===== config.mk =====
export PLATFORM = sky130hd
export DESIGN_NAME = ctrl_sequencer
export DESIGN_NICKNAME = d
export VERILOG_FILES = /design/src/rtl/cpu_pkg.sv /design/src/rtl/insn_decode.sv /design/src/rtl/ctrl_sequencer.sv
export SDC_FILE = /design/constraint.sdc
export NUM_CORES = 1
export LEC_CHECK = 0
export CAP_MARGIN = 20
export CORE_UTILIZATION = 40
export CTS_CLUSTER_SIZE = 12
export DETAILED_ROUTE_END_ITERATION = 8
export GPL_TIMING_DRIVEN = 0
export PLACE_DENSITY = 0.75
export SLEW_MARGIN = 10
export SYNTH_ARGS = -nofsm -noshare
export SYNTH_HDL_FRONTEND = slang
export SYNTH_SLANG_ARGS = --single-unit

===== constraint.sdc =====
create_clock -name clk -period 3.8 [get_ports clk]
set_input_delay 0.38 -clock clk [delete_from_list [all_inputs] [get_ports clk]]
set_output_delay 0.38 -clock clk [all_outputs]
set_load 0.01 [all_outputs]

===== src/rtl/cpu_pkg.sv =====
// Shared types and constants for the control sequencer and its decoder.
package cpu_pkg;

   // Opcode field instr[8:6]
   typedef enum logic [2:0] {
      OP_MOV  = 3'b000,
      OP_MOVI = 3'b001,
      OP_ADD  = 3'b010,
      OP_SUBI = 3'b011,
      OP_LD   = 3'b100,
      OP_ST   = 3'b101,
      OP_LEA  = 3'b110,
      OP_BR   = 3'b111   // rb == 0 is HALT, otherwise BNZ
   } op_t;

   // Sequencer states
   typedef enum logic [2:0] {
      S_IDLE  = 3'd0,
      S_FETCH = 3'd1,
      S_EXEC  = 3'd2,
      S_MEM   = 3'd3,
      S_WB    = 3'd4,
      S_HALT  = 3'd5
   } state_t;

   // ALU operation encodings driven on alu_op
   localparam logic [1:0] ALU_ADD  = 2'b00;
   localparam logic [1:0] ALU_SUB  = 2'b01;
   localparam logic [1:0] ALU_AND  = 2'b10;
   localparam logic [1:0] ALU_PASS = 2'b11;

   // Constant the register file writes when lea is asserted
   localparam logic [7:0] ENTRY = 8'h10;

   // Decoded view of one instruction
   typedef struct packed {
      logic [2:0] ra;
      logic [2:0] rb;
      logic [7:0] imm;
      logic       mode;
      logic       lea;
      logic       reg_to_reg;
      logic [1:0] alu_op;
      logic       exec_write;  // retires in EXEC with a register write
      logic       is_mem;
      logic       is_st;
      logic       is_halt;
      logic       is_bnz;
   } ctrl_t;

   // Registered values of every control output for one cycle
   typedef struct packed {
      logic [2:0] reg_dest;
      logic [2:0] reg_src;
      logic [2:0] reg_write;
      logic [7:0] immediate;
      logic       mode;
      logic       lea;
      logic       reg_to_reg;
      logic       write_enable;
      logic       wb_mem;
      logic [1:0] alu_op;
      logic       mem_req;
      logic       mem_we;
      logic       done;
   } out_t;

   // Zero-extend the 3-bit immediate field to data width
   function automatic logic [7:0] zext3(input logic [2:0] v);
      return {5'b00000, v};
   endfunction

endpackage


===== src/rtl/insn_decode.sv =====
// Combinational instruction decoder: IR -> control-line bundle.
module insn_decode
   import cpu_pkg::*;
(
   input  logic [8:0] ir,
   output ctrl_t      ctrl
);

   op_t op;
   assign op = op_t'(ir[8:6]);

   // Decode opcode and operand fields into control lines
   always_comb begin
      ctrl     = '0;
      ctrl.ra  = ir[5:3];
      ctrl.rb  = ir[2:0];
      ctrl.imm = zext3(ir[2:0]);
      case (op)
         OP_MOV: begin
            ctrl.reg_to_reg = 1'b1;
            ctrl.alu_op     = ALU_PASS;
            ctrl.exec_write = 1'b1;
         end
         OP_MOVI: begin
            ctrl.mode       = 1'b1;
            ctrl.alu_op     = ALU_PASS;
            ctrl.exec_write = 1'b1;
         end
         OP_ADD: begin
            ctrl.alu_op     = ALU_ADD;
            ctrl.exec_write = 1'b1;
         end
         OP_SUBI: begin
            ctrl.mode       = 1'b1;
            ctrl.alu_op     = ALU_SUB;
            ctrl.exec_write = 1'b1;
         end
         OP_LD: begin
            ctrl.is_mem = 1'b1;
         end
         OP_ST: begin
            ctrl.is_mem = 1'b1;
            ctrl.is_st  = 1'b1;
         end
         OP_LEA: begin
            ctrl.lea        = 1'b1;
            ctrl.exec_write = 1'b1;
         end
         OP_BR: begin
            if (ir[2:0] == 3'b000) begin
               ctrl.is_halt = 1'b1;
            end else begin
               ctrl.is_bnz = 1'b1;
            end
         end
         default: begin
            ctrl.exec_write = 1'b0;
         end
      endcase
   end

endmodule


===== src/rtl/ctrl_sequencer.sv =====
// Multi-cycle control FSM: fetch/decode, memory handshake with timeout, PC, branch and halt.
// Outputs are registered: the values for the coming cycle are computed from the next state.
module ctrl_sequencer
   import cpu_pkg::*;
#(
   parameter int PC_W     = 8,
   parameter int MEM_TOUT = 16
)(
   input  logic            clk,
   input  logic            reset,
   input  logic            start,
   input  logic [8:0]      instr,
   input  logic [7:0]      rd_val,
   input  logic            mem_ack,
   output logic [PC_W-1:0] pc,
   output logic [2:0]      reg_dest,
   output logic [2:0]      reg_src,
   output logic [2:0]      reg_write,
   output logic [7:0]      immediate,
   output logic            mode,
   output logic            lea,
   output logic            regToReg,
   output logic            write_enable,
   output logic            wb_mem,
   output logic [1:0]      alu_op,
   output logic            mem_req,
   output logic            mem_we,
   output logic            done,
   output logic            err
);

   localparam int                CNT_W     = $clog2(MEM_TOUT) + 1;
   localparam logic [CNT_W-1:0]  TOUT_LAST = CNT_W'(MEM_TOUT - 1);

   state_t            state, state_next;
   logic [8:0]        ir, ir_next;
   logic [PC_W-1:0]   pc_next, pc_inc, pc_br;
   logic [CNT_W-1:0]  tout_cnt, cnt_next;
   logic              err_next;
   ctrl_t             dec;
   out_t              outs, outs_next;

   // Decode the instruction that will sit in IR next cycle (fresh fetch or held)
   always_comb begin
      if (state == S_FETCH) begin
         ir_next = instr;
      end else begin
         ir_next = ir;
      end
   end

   insn_decode u_decode (
      .ir   (ir_next),
      .ctrl (dec)
   );

   assign pc_inc = pc + PC_W'(1);
   assign pc_br  = pc + {{(PC_W-3){dec.rb[2]}}, dec.rb};

   // Next-state, PC, timeout counter and sticky error
   always_comb begin
      state_next = state;
      pc_next    = pc;
      cnt_next   = tout_cnt;
      err_next   = err;
      case (state)
         S_IDLE, S_HALT: begin
            if (start) begin
               state_next = S_FETCH;
               pc_next    = '0;
               err_next   = 1'b0;
            end else begin
               state_next = state;
            end
         end
         S_FETCH: begin
            state_next = S_EXEC;
         end
         S_EXEC: begin
            if (dec.is_mem) begin
               state_next = S_MEM;
               cnt_next   = '0;
            end else if (dec.is_halt) begin
               state_next = S_HALT;
            end else if (dec.is_bnz) begin
               state_next = S_FETCH;
               pc_next    = (rd_val != 8'h00) ? pc_br : pc_inc;
            end else begin
               state_next = S_FETCH;
               pc_next    = pc_inc;
            end
         end
         S_MEM: begin
            // An ack on the final allowed cycle still completes normally
            if (mem_ack) begin
               if (dec.is_st) begin
                  state_next = S_FETCH;
                  pc_next    = pc_inc;
               end else begin
                  state_next = S_WB;
               end
            end else if (tout_cnt == TOUT_LAST) begin
               state_next = S_HALT;
               err_next   = 1'b1;
            end else begin
               cnt_next = tout_cnt + CNT_W'(1);
            end
         end
         S_WB: begin
            state_next = S_FETCH;
            pc_next    = pc_inc;
         end
         default: begin
            state_next = S_IDLE;
         end
      endcase
   end

   // Output values for the cycle spent in the next state
   always_comb begin
      outs_next = '0;
      case (state_next)
         S_EXEC: begin
            outs_next.reg_dest     = dec.ra;
            outs_next.reg_src      = dec.rb;
            outs_next.reg_write    = dec.ra;
            outs_next.immediate    = dec.imm;
            outs_next.mode         = dec.mode;
            outs_next.lea          = dec.lea;
            outs_next.reg_to_reg   = dec.reg_to_reg;
            outs_next.alu_op       = dec.alu_op;
            outs_next.write_enable = dec.exec_write;
         end
         S_MEM: begin
            outs_next.reg_dest = dec.ra;
            outs_next.reg_src  = dec.rb;
            outs_next.mem_req  = 1'b1;
            outs_next.mem_we   = dec.is_st;
         end
         S_WB: begin
            outs_next.reg_dest     = dec.ra;
            outs_next.reg_src      = dec.rb;
            outs_next.reg_write    = dec.ra;
            outs_next.write_enable = 1'b1;
            outs_next.wb_mem       = 1'b1;
         end
         S_HALT: begin
            outs_next.done = 1'b1;
         end
         default: begin
            outs_next = '0;
         end
      endcase
   end

   // State, IR, PC, counter, error and output registers with synchronous reset
   always_ff @(posedge clk) begin
      if (reset) begin
         state    <= S_IDLE;
         ir       <= 9'h000;
         pc       <= '0;
         tout_cnt <= '0;
         err      <= 1'b0;
         outs     <= '0;
      end else begin
         state    <= state_next;
         ir       <= ir_next;
         pc       <= pc_next;
         tout_cnt <= cnt_next;
         err      <= err_next;
         outs     <= outs_next;
      end
   end

   assign reg_dest     = outs.reg_dest;
   assign reg_src      = outs.reg_src;
   assign reg_write    = outs.reg_write;
   assign immediate    = outs.immediate;
   assign mode         = outs.mode;
   assign lea          = outs.lea;
   assign regToReg     = outs.reg_to_reg;
   assign write_enable = outs.write_enable;
   assign wb_mem       = outs.wb_mem;
   assign alu_op       = outs.alu_op;
   assign mem_req      = outs.mem_req;
   assign mem_we       = outs.mem_we;
   assign done         = outs.done;

endmodule


# Yosys cells after proc, flatten, opt, wreduce, memory -nomap -nowiden
# Cells that the tools add are included.
[classes] muxes=38 reduce_logical=21 bitwise=4 addsub=3 eq_ne=26
[ops] op="two-way mux 8 bit" n=7
[ops] op="one-hot mux 8 bit (4 select lines)" n=1
[ops] op="equality test 3 bit (second input constant)" n=8
[ops] op="equality test 3 x 2 -> 1 bit (second input constant)" n=6
[ops] op="two-way mux 3 bit" n=6
[ops] op="inequality test 2 bit (second input constant)" n=9
[ops] op="OR reduction 2 bit" n=9
[ops] op="two-way mux 5 bit" n=3
[ops] op="one-hot mux 3 bit (5 select lines)" n=1
[ops] op="two-way mux 1 bit" n=13
[ops] op="one-hot mux 5 bit (2 select lines)" n=1
[ops] op="zero test 3 bit" n=3
[ops] op="two-way mux 9 bit" n=1
[ops] op="adder 8 x 1 -> 8 bit (second input constant)" n=1
[ops] op="adder 8 bit" n=1
[ops] op="AND reduction 4 bit" n=2
[ops] op="nonzero test 8 bit" n=1
[ops] op="equality test 3 x 1 -> 1 bit (second input constant)" n=2
[ops] op="AND reduction 6 bit" n=1
[ops] op="adder 5 x 1 -> 5 bit (second input constant)" n=1
[ops] op="equality test 5 x 4 -> 1 bit (second input constant)" n=1
[ops] op="OR reduction 5 bit" n=1
[ops] op="two-way mux 2 bit" n=2
[ops] op="inverter 1 bit" n=4
[ops] op="other kinds (5)" n=7
[totals] in_bits=21 word_cells=111 ff_bits=53

# Depth between registers and ports, before layout
# Gate-level depths: netlist of the first run.
[logic_depth] depth_word=12 depth_mapped=12 mapped_depth_nobuf=11

# Cells and area by module
# A second synthesis of the first run with hierarchy kept.
[hier_totals] cells_unflattened=313 hier_area_um2=2820.2
[modules_own_cells] mod="ctrl_sequencer" n_inst=1 area_each_um2=2628.8 cells_per_inst=283 seq_area_each_um2=1061.0
[modules_own_cells] mod="insn_decode" n_inst=1 area_each_um2=191.4 cells_per_inst=30 seq_area_each_um2=0.0

# Least setup slack after synthesis of the first run
# OpenSTA, ideal clock, no wires.
[synth_timing] path_kind="register to register" start="reg state[0]" end="reg pc[6]" path_buffers=1 stages_incl_launch_ff=13 setup_slack_ps=913 synth_period_minus_slack_ps=2887 arrival_ps=2812 cell_sequence="dfxtp_1 nor3b_2 buf_4 mux2i_1 inv_1 ha_1 fa_1 a21o_1 a221o_1 a21oi_1 xnor2_1 nand2_1 a31oi_1"
[synth_rtl] element="from (decl)" line="ctrl_sequencer.sv:35" source="state_t state, state_next;"
[synth_rtl] element="from (signal assigned)" line="ctrl_sequencer.sv:166" source="state <= state_next;"
[synth_rtl] element="to (signal assigned)" line="ctrl_sequencer.sv:168" source="pc <= pc_next;"
[synth_rtl] element="to (decl)" line="ctrl_sequencer.sv:15" source="output logic [PC_W-1:0] pc,"

==> impl_metrics.py, run 1 <==
metrics = {
    "synthesis": {
        "async_flop_share_pct": 0,
        "ys_seq_elements": 48,
        "synth_edf_count": 0,
        "synth_xor_area_share_pct": 2.89,
        "yosysTopAreaCellShare_pct": 39.6,
        "netlist_top_cells_area": "dfxtp_1 40%, nor2_1 7.3%, ha_1 5.2%",
        "synth_flop_cell": "dfxtp_1",
        "yosys.area_share.simple_pct": 26.5,
        "muxShareOfSynthArea_pct": 6.45,
        "syn_area_per_cell_um2": 8.91,
        "syn_inst": 272,
        "synth_compound_area_share_pct": 13.1,
        "yosysUniqueCellTypes": 58,
        "yosysSeqAreaShare_pct": 39.6,
        "synthesis.area_mm2": 0.00242,
        "synth_top_cell_by_area": "dfxtp_1",
        "ys_warn_count": 0,
        "synth_top_family_by_area": "simple AND/OR/NAND/NOR gates",
        "yosys.area_share.adder_pct": 5.99,
    },
    "worst_setup_path": {
        "worstPathRequired_ns": 4.03,
        "crit_path_max_incr_delay_ns": 0.58,
        "worstSetupPathType": "register to register",
        "path_cells": "nor3b_2 -> mux2i_1 -> inv_1 -> ha_1 -> and2_1 -> a221o_1 -> a21oi_1 -> o21ai_0 -> mux2_2 -> o221ai_2",
        "reg2reg_to": "pc[7]",
        "path_delay_family": "multiplexers",
        "crit_arrival_ns": 3.61,
        "crit_slowest_cell": "mux2i_1",
        "reg2regPathDepth": 10,
        "worstSetupStartpointType": "register",
        "crit_fanout": 5,
        "crit_path_end_kind": "register",
        "r2r_slack_ns": 0.42,
        "critPathBufInv": 1,
        "r2r-start": "state[0]",
    },
    "min_path": {
        "hp-start": "tout_cnt[1]",
        "hold_path.class": "register to register",
        "hold_end": "tout_cnt[1]",
        "hold_path_depth": 2,
    },
    "floorplan": {
        "die_h_um": 79.8,
        "ios": 57,
        "num_rows": 27,
        "initial_core_util_pct": 42.7,
        "fp.dieW_um": 79.8,
        "die-area_mm2": 0.00637,
        "coreArea_mm2": 0.00568,
    },
    "layout": {
        "final_cell_mix": "51 x clkdlybuf4s50_1, 48 x dfxtp_1, 47 x nor2_1, 15 x a21oi_1, 14 x nand2_1",
        "fillCellCount": 536,
        "fin_cells": 408,
        "syn2layout_area_growth_pct": 29.6,
        "layout-drive-gt1-share_pct": 11.6,
        "fin_util_pct": 55.4,
        "fin_nets": 367,
        "fin_area_mm2": 0.00314,
        "final_common_cell": "clkdlybuf4s50_1",
        "antenna_cells": 0,
    },
    "global_route": {
        "grt_max_degree": 16,
        "grt-ovfl-total": 0,
        "antenna_found_initial": 0,
        "grt_pass1_vias": 2024,
        "grt.total_usage_pct": 18.1,
        "grt_pass1_wl_mm": 9.05,
    },
    "sta": {
        "worst_slack_ns": 0.424,
        "period_share_pct": 88.8,
        "fmax_ghz": 0.296,
        "slew_violations": 0,
        "relSlewSlack_pct": 49.7,
        "tns_ns": 0,
        "hold_slack_ns": 0.496,
        "clock_skew_ns": 0.00987,
        "hold_violations": 0,
        "rsz0062_at_grt": "no",
        "setup_viol": 0,
        "tightest_slew_ns": 0.744,
        "period_minus_slack_ns": 3.38,
    },
    "cts": {
        "cts_tree": "yes",
        "cts-buffers-inserted": 5,
        "cts_hold_buf": 0,
        "cts_resized": 0,
        "clock_sinks": 48,
        "clk_path_buf_depth": 2,
        "cts_max_level": 2,
        "cts_setup_buffers": 0,
        "clkLatencyLatePin_ns": 0.31,
        "root_buffer": "clkbuf_8",
        "clk_pin_slew_worst_paths_ns": 0.09,
    },
    "pwr": {
        "cellPowerDensity_mw_per_mm2": 323,
        "total_power_mw": 1.01,
        "peakVddDrop_mv": 0.166,
        "p_leak_nw": 1.21,
    },
    "drt": {
        "viasPerCell": 5.29,
        "drc_errors": 0,
        "detail_route.wl_per_cell_um": 13.4,
        "detail-route-antenna-nets": 0,
        "first_pass_iters": 4,
        "num_vias": 2157,
        "routed_wl_mm": 5.48,
        "drtIter0Drc": 110,
    },
    "place": {
        "pre_cts_slack_ns": 0.483,
        "dp_cells": 399,
        "port_buffers": 51,
        "routabilityCongestion": 0.850,
        "place_area_mm2": 0.00304,
        "hpwl_mm": 4.12,
    },
    "run_status": {
        "status": "finished clean",
    },
    "flow_run": {
        "maxCapViolCount": 0,
    },
}
[report_power, final]
part,total (mW),switching [mW],internal (mW)
sequential,0.524,0.00820,0.516
combinational,0.167,0.0899,0.0767
clock,0.323,0.175,0.147
total,1.01,0.273,0.740
[per-layer routing]
metal,vias up,GRT usage [%],wire length [µm]
met5,-,0,0
met4,0,5.89,97
met3,13,3.09,283
met2,68,31.1,2500
met1,997,22.9,2600
li1,1079,-,-
[kinds of logic (layout without fill, tap and decap cells)]
kind of cell,after synthesis,after routing
other,1,5
xor gates and xnor gates,8,8
muxes,15,15
DFF,48,48
buffers and inverters,25,85
AOI/OAI and AO/OA,43,43
and+or+nand+nor,121,121
adders and majority gates,11,11
[worst min-delay path: cells and delay by family, from the launching register on]
| kind | cells | cell delay [ns] |
|---|---|---|
| AND/OR/NAND/NOR | 1 | 0.07 |
| AO/OA/AOI/OAI | 1 | 0.05 |
| flip-flops | 1 | 0.33 |
[how the worst max path moves through the flow]
stage	startpoint	to	slack, ns	cells past startpoint
floorplan	state[0]	pc[6]	0.91	12
global route	state[0]	pc[7]	0.17	10
finish	state[0]	pc[7]	0.42	10
CTS	state[0]	pc[6]	0.45	12
global placement	state[0]	pc[7]	0.54	10
detailed placement	state[0]	pc[6]	0.48	12
[cell type report]
cell class                      instances  area, µm²  area share [%]
Tap cell                               72       90.1            2.87
Multi-Input combinational cell        203       1350            42.9
Inverter                               11       41.3            1.31
Clock buffer                            6       82.6            2.63
Clock inverter                          2       15.0           0.478
Sequential cell                        48        961            30.6
Timing Repair Buffer                   52        515            16.4
Buffer                                 14       87.6            2.79
[flip-flops by register name (all words and copies together) (netlist names), 2 cells and up]
register	cells
state	3
reg_write	3
reg_dest	3
alu_op	2
ir	9
pc	8
reg_src	3
tout_cnt	5
immediate	3
[synth_stat cells (3+ instances only)]
| cell type | count |
|---|---|
| dfxtp_1 | 48 |
| nor2_1 | 47 |
| a21oi_1 | 15 |
| nand2_1 | 14 |
| inv_1 | 11 |
| nand3_1 | 11 |
| ha_1 | 10 |
| mux2i_1 | 10 |
| nor3_1 | 7 |
| buf_4 | 6 |
| mux2_2 | 5 |
| nand2b_1 | 5 |
| xnor2_1 | 5 |
| buf_2 | 4 |
| o21ai_0 | 4 |
| and3_1 | 3 |
| clkbuf_1 | 3 |
| nand3b_1 | 3 |
| nor2b_1 | 3 |
| o32ai_1 | 3 |
| or2_2 | 3 |
| or3_1 | 3 |
| xor2_1 | 3 |
Note: power is estimated with default switching activity, not from simulation.
==> run 2: changes to the inputs <==
Settings changed: PLACE_DENSITY 0.75 to 0.72.
==> impl_metrics.py, run 2 (synthesis results as in run 1) <==
metrics = {
    "run_status": {
        "status": "finished clean",
    },
    "global_route": {
        "grt_pass1_vias": 1987,
        "grt-ovfl-total": 0,
        "grt.total_usage_pct": 18.1,
        "grt_max_degree": 17,
        "met3_usage_pct": 3.77,
        "grtUsageMet1_pct": 23.5,
        "grtUsageMet2_pct": 29.7,
        "grt_pass1_wl_mm": 8.89,
        "antenna_found_initial": 0,
        "grt-busiest-layer": "met2",
    },
    "flow_run": {
        "maxCapViolCount": 0,
    },
    "pwr": {
        "total_power_mw": 1.07,
        "p_leak_nw": 1.22,
        "peakVddDrop_mv": 0.195,
        "cellPowerDensity_mw_per_mm2": 338,
    },
    "cts": {
        "clock_sinks": 48,
        "cts_setup_buffers": 0,
        "clk_path_buf_depth": 2,
        "cts_max_level": 2,
        "cts-buffers-inserted": 5,
        "cts_hold_buf": 0,
        "clkLatencyLatePin_ns": 0.31,
        "clk_pin_slew_worst_paths_ns": 0.09,
        "cts_resized": 0,
        "root_buffer": "clkbuf_8",
        "cts_tree": "yes",
    },
    "drt": {
        "drc_errors": 0,
        "routed_wl_mm": 5.33,
        "detail-route-antenna-nets": 0,
        "drtIter0Drc": 139,
        "first_pass_iters": 4,
        "num_vias": 2152,
        "detail_route.wl_per_cell_um": 13.1,
        "viasPerCell": 5.27,
    },
    "layout": {
        "largest_reg_flops": 9,
        "top_register": "ir",
        "final_common_cell": "clkdlybuf4s50_1",
        "multi_input_area_mm2": 0.00135,
        "syn2layout_area_growth_pct": 30.4,
        "fin_area_mm2": 0.00316,
        "layout-drive-gt1-share_pct": 11.6,
        "reg_top3": "ir: 9 flops, pc: 8 flops, tout_cnt: 5 flops",
        "area.sequential_um2": 961,
        "antenna_cells": 0,
        "final_cell_mix": "51 x clkdlybuf4s50_1, 48 x dfxtp_1, 47 x nor2_1, 15 x a21oi_1, 14 x nand2_1",
        "fillCellCount": 538,
        "fin_nets": 367,
    },
    "worst_setup_path": {
        "worstSetupStartpointType": "register",
        "worstPathRequired_ns": 4.03,
        "crit_fanout": 5,
        "crit_path_end_kind": "register",
        "crit_path_max_incr_delay_ns": 0.55,
        "reg2regPathDepth": 10,
        "crit_slowest_cell": "mux2i_1",
        "worstSetupPathType": "register to register",
        "path_cells": "nor3b_2 -> mux2i_1 -> inv_1 -> ha_1 -> and2_1 -> a221o_1 -> a21oi_1 -> o21ai_0 -> mux2_2 -> o221ai_2",
        "crit_arrival_ns": 3.52,
    },
    "floorplan": {
        "ios": 57,
        "fp.dieW_um": 79.8,
        "num_rows": 27,
        "coreArea_mm2": 0.00568,
        "die-area_mm2": 0.00637,
        "initial_core_util_pct": 42.7,
        "die_h_um": 79.8,
    },
    "place": {
        "routabilityCongestion": 0.814,
        "hpwl_mm": 4.08,
        "port_buffers": 51,
        "pre_cts_slack_ns": 0.524,
        "place_area_mm2": 0.00304,
    },
    "sta": {
        "tns_ns": 0,
        "clock_skew_ns": 0.00977,
        "period_minus_slack_ns": 3.29,
        "relSlewSlack_pct": 62.1,
        "tightest_slew_ns": 0.552,
        "slew_violations": 0,
        "rsz0062_at_grt": "no",
        "worst_slack_ns": 0.513,
        "hold_violations": 0,
        "setup_viol": 0,
        "fmax_ghz": 0.304,
        "period_share_pct": 86.5,
    },
    "min_path": {
        "hold_path.class": "register to register",
        "hold_path_depth": 2,
    },
}
run 2: worst max-delay path: cells and delay by family, from the launching register on:
kind	cells	cell delay, ns
compound gates	4	0.82
fa+ha+maj	1	0.38
buf+inv	1	0.23
flops	1	0.38
mux	2	0.84
simple gates	2	0.56
run 2: worst paths after layout:
check                                    to  slack [ns]   startpoint
worst max register to register        pc[7]        0.51     state[0]
worst min-delay path            tout_cnt[1]        0.50  tout_cnt[1]
worst max-delay path                  pc[7]        0.51     state[0]
worst min register to register  tout_cnt[1]        0.50  tout_cnt[1]
run 2: routing by layer:
layer,wire [µm],up-vias
li1,-,1082
met1,2530,993
met2,2420,70
met3,322,7
met4,57,0
met5,0,-
run 2: layout make-up:
cell class                      instances  share of cell area, %
Timing Repair Buffer                   52                   16.3
Sequential cell                        48                   30.4
Inverter                               11                   1.31
Multi-Input combinational cell        203                   42.7
Clock inverter                          3                   1.47
Tap cell                               72                   2.85
Clock buffer                            5                   2.18
Buffer                                 14                   2.77
run 2: through the flow:
stage | hold WS (ns) | utilization [%] | instances
2_1_floorplan | 0.463 | - | 276
3_3_place_gp | 0.479 | 53.5 | 399
3_5_place_dp | 0.484 | 53.5 | 399
4_1_cts | 0.499 | 55.6 | 407
5_1_grt | 0.531 | 55.7 | 408
6_report | 0.497 | 55.7 | 408
run 2: where the power goes:
part           total [mW]  internal (mW)  switching (mW)
logic               0.166         0.0767          0.0895
registers           0.524          0.516         0.00793
clock network       0.377          0.198           0.179
total                1.07          0.791           0.277
==> run 3: changes to the inputs <==
Settings changed: HOLD_SLACK_MARGIN from default to 0.03.
==> results of run 3 <==
Same layout as run 2: the final DEF is identical, and so are final timing and power.
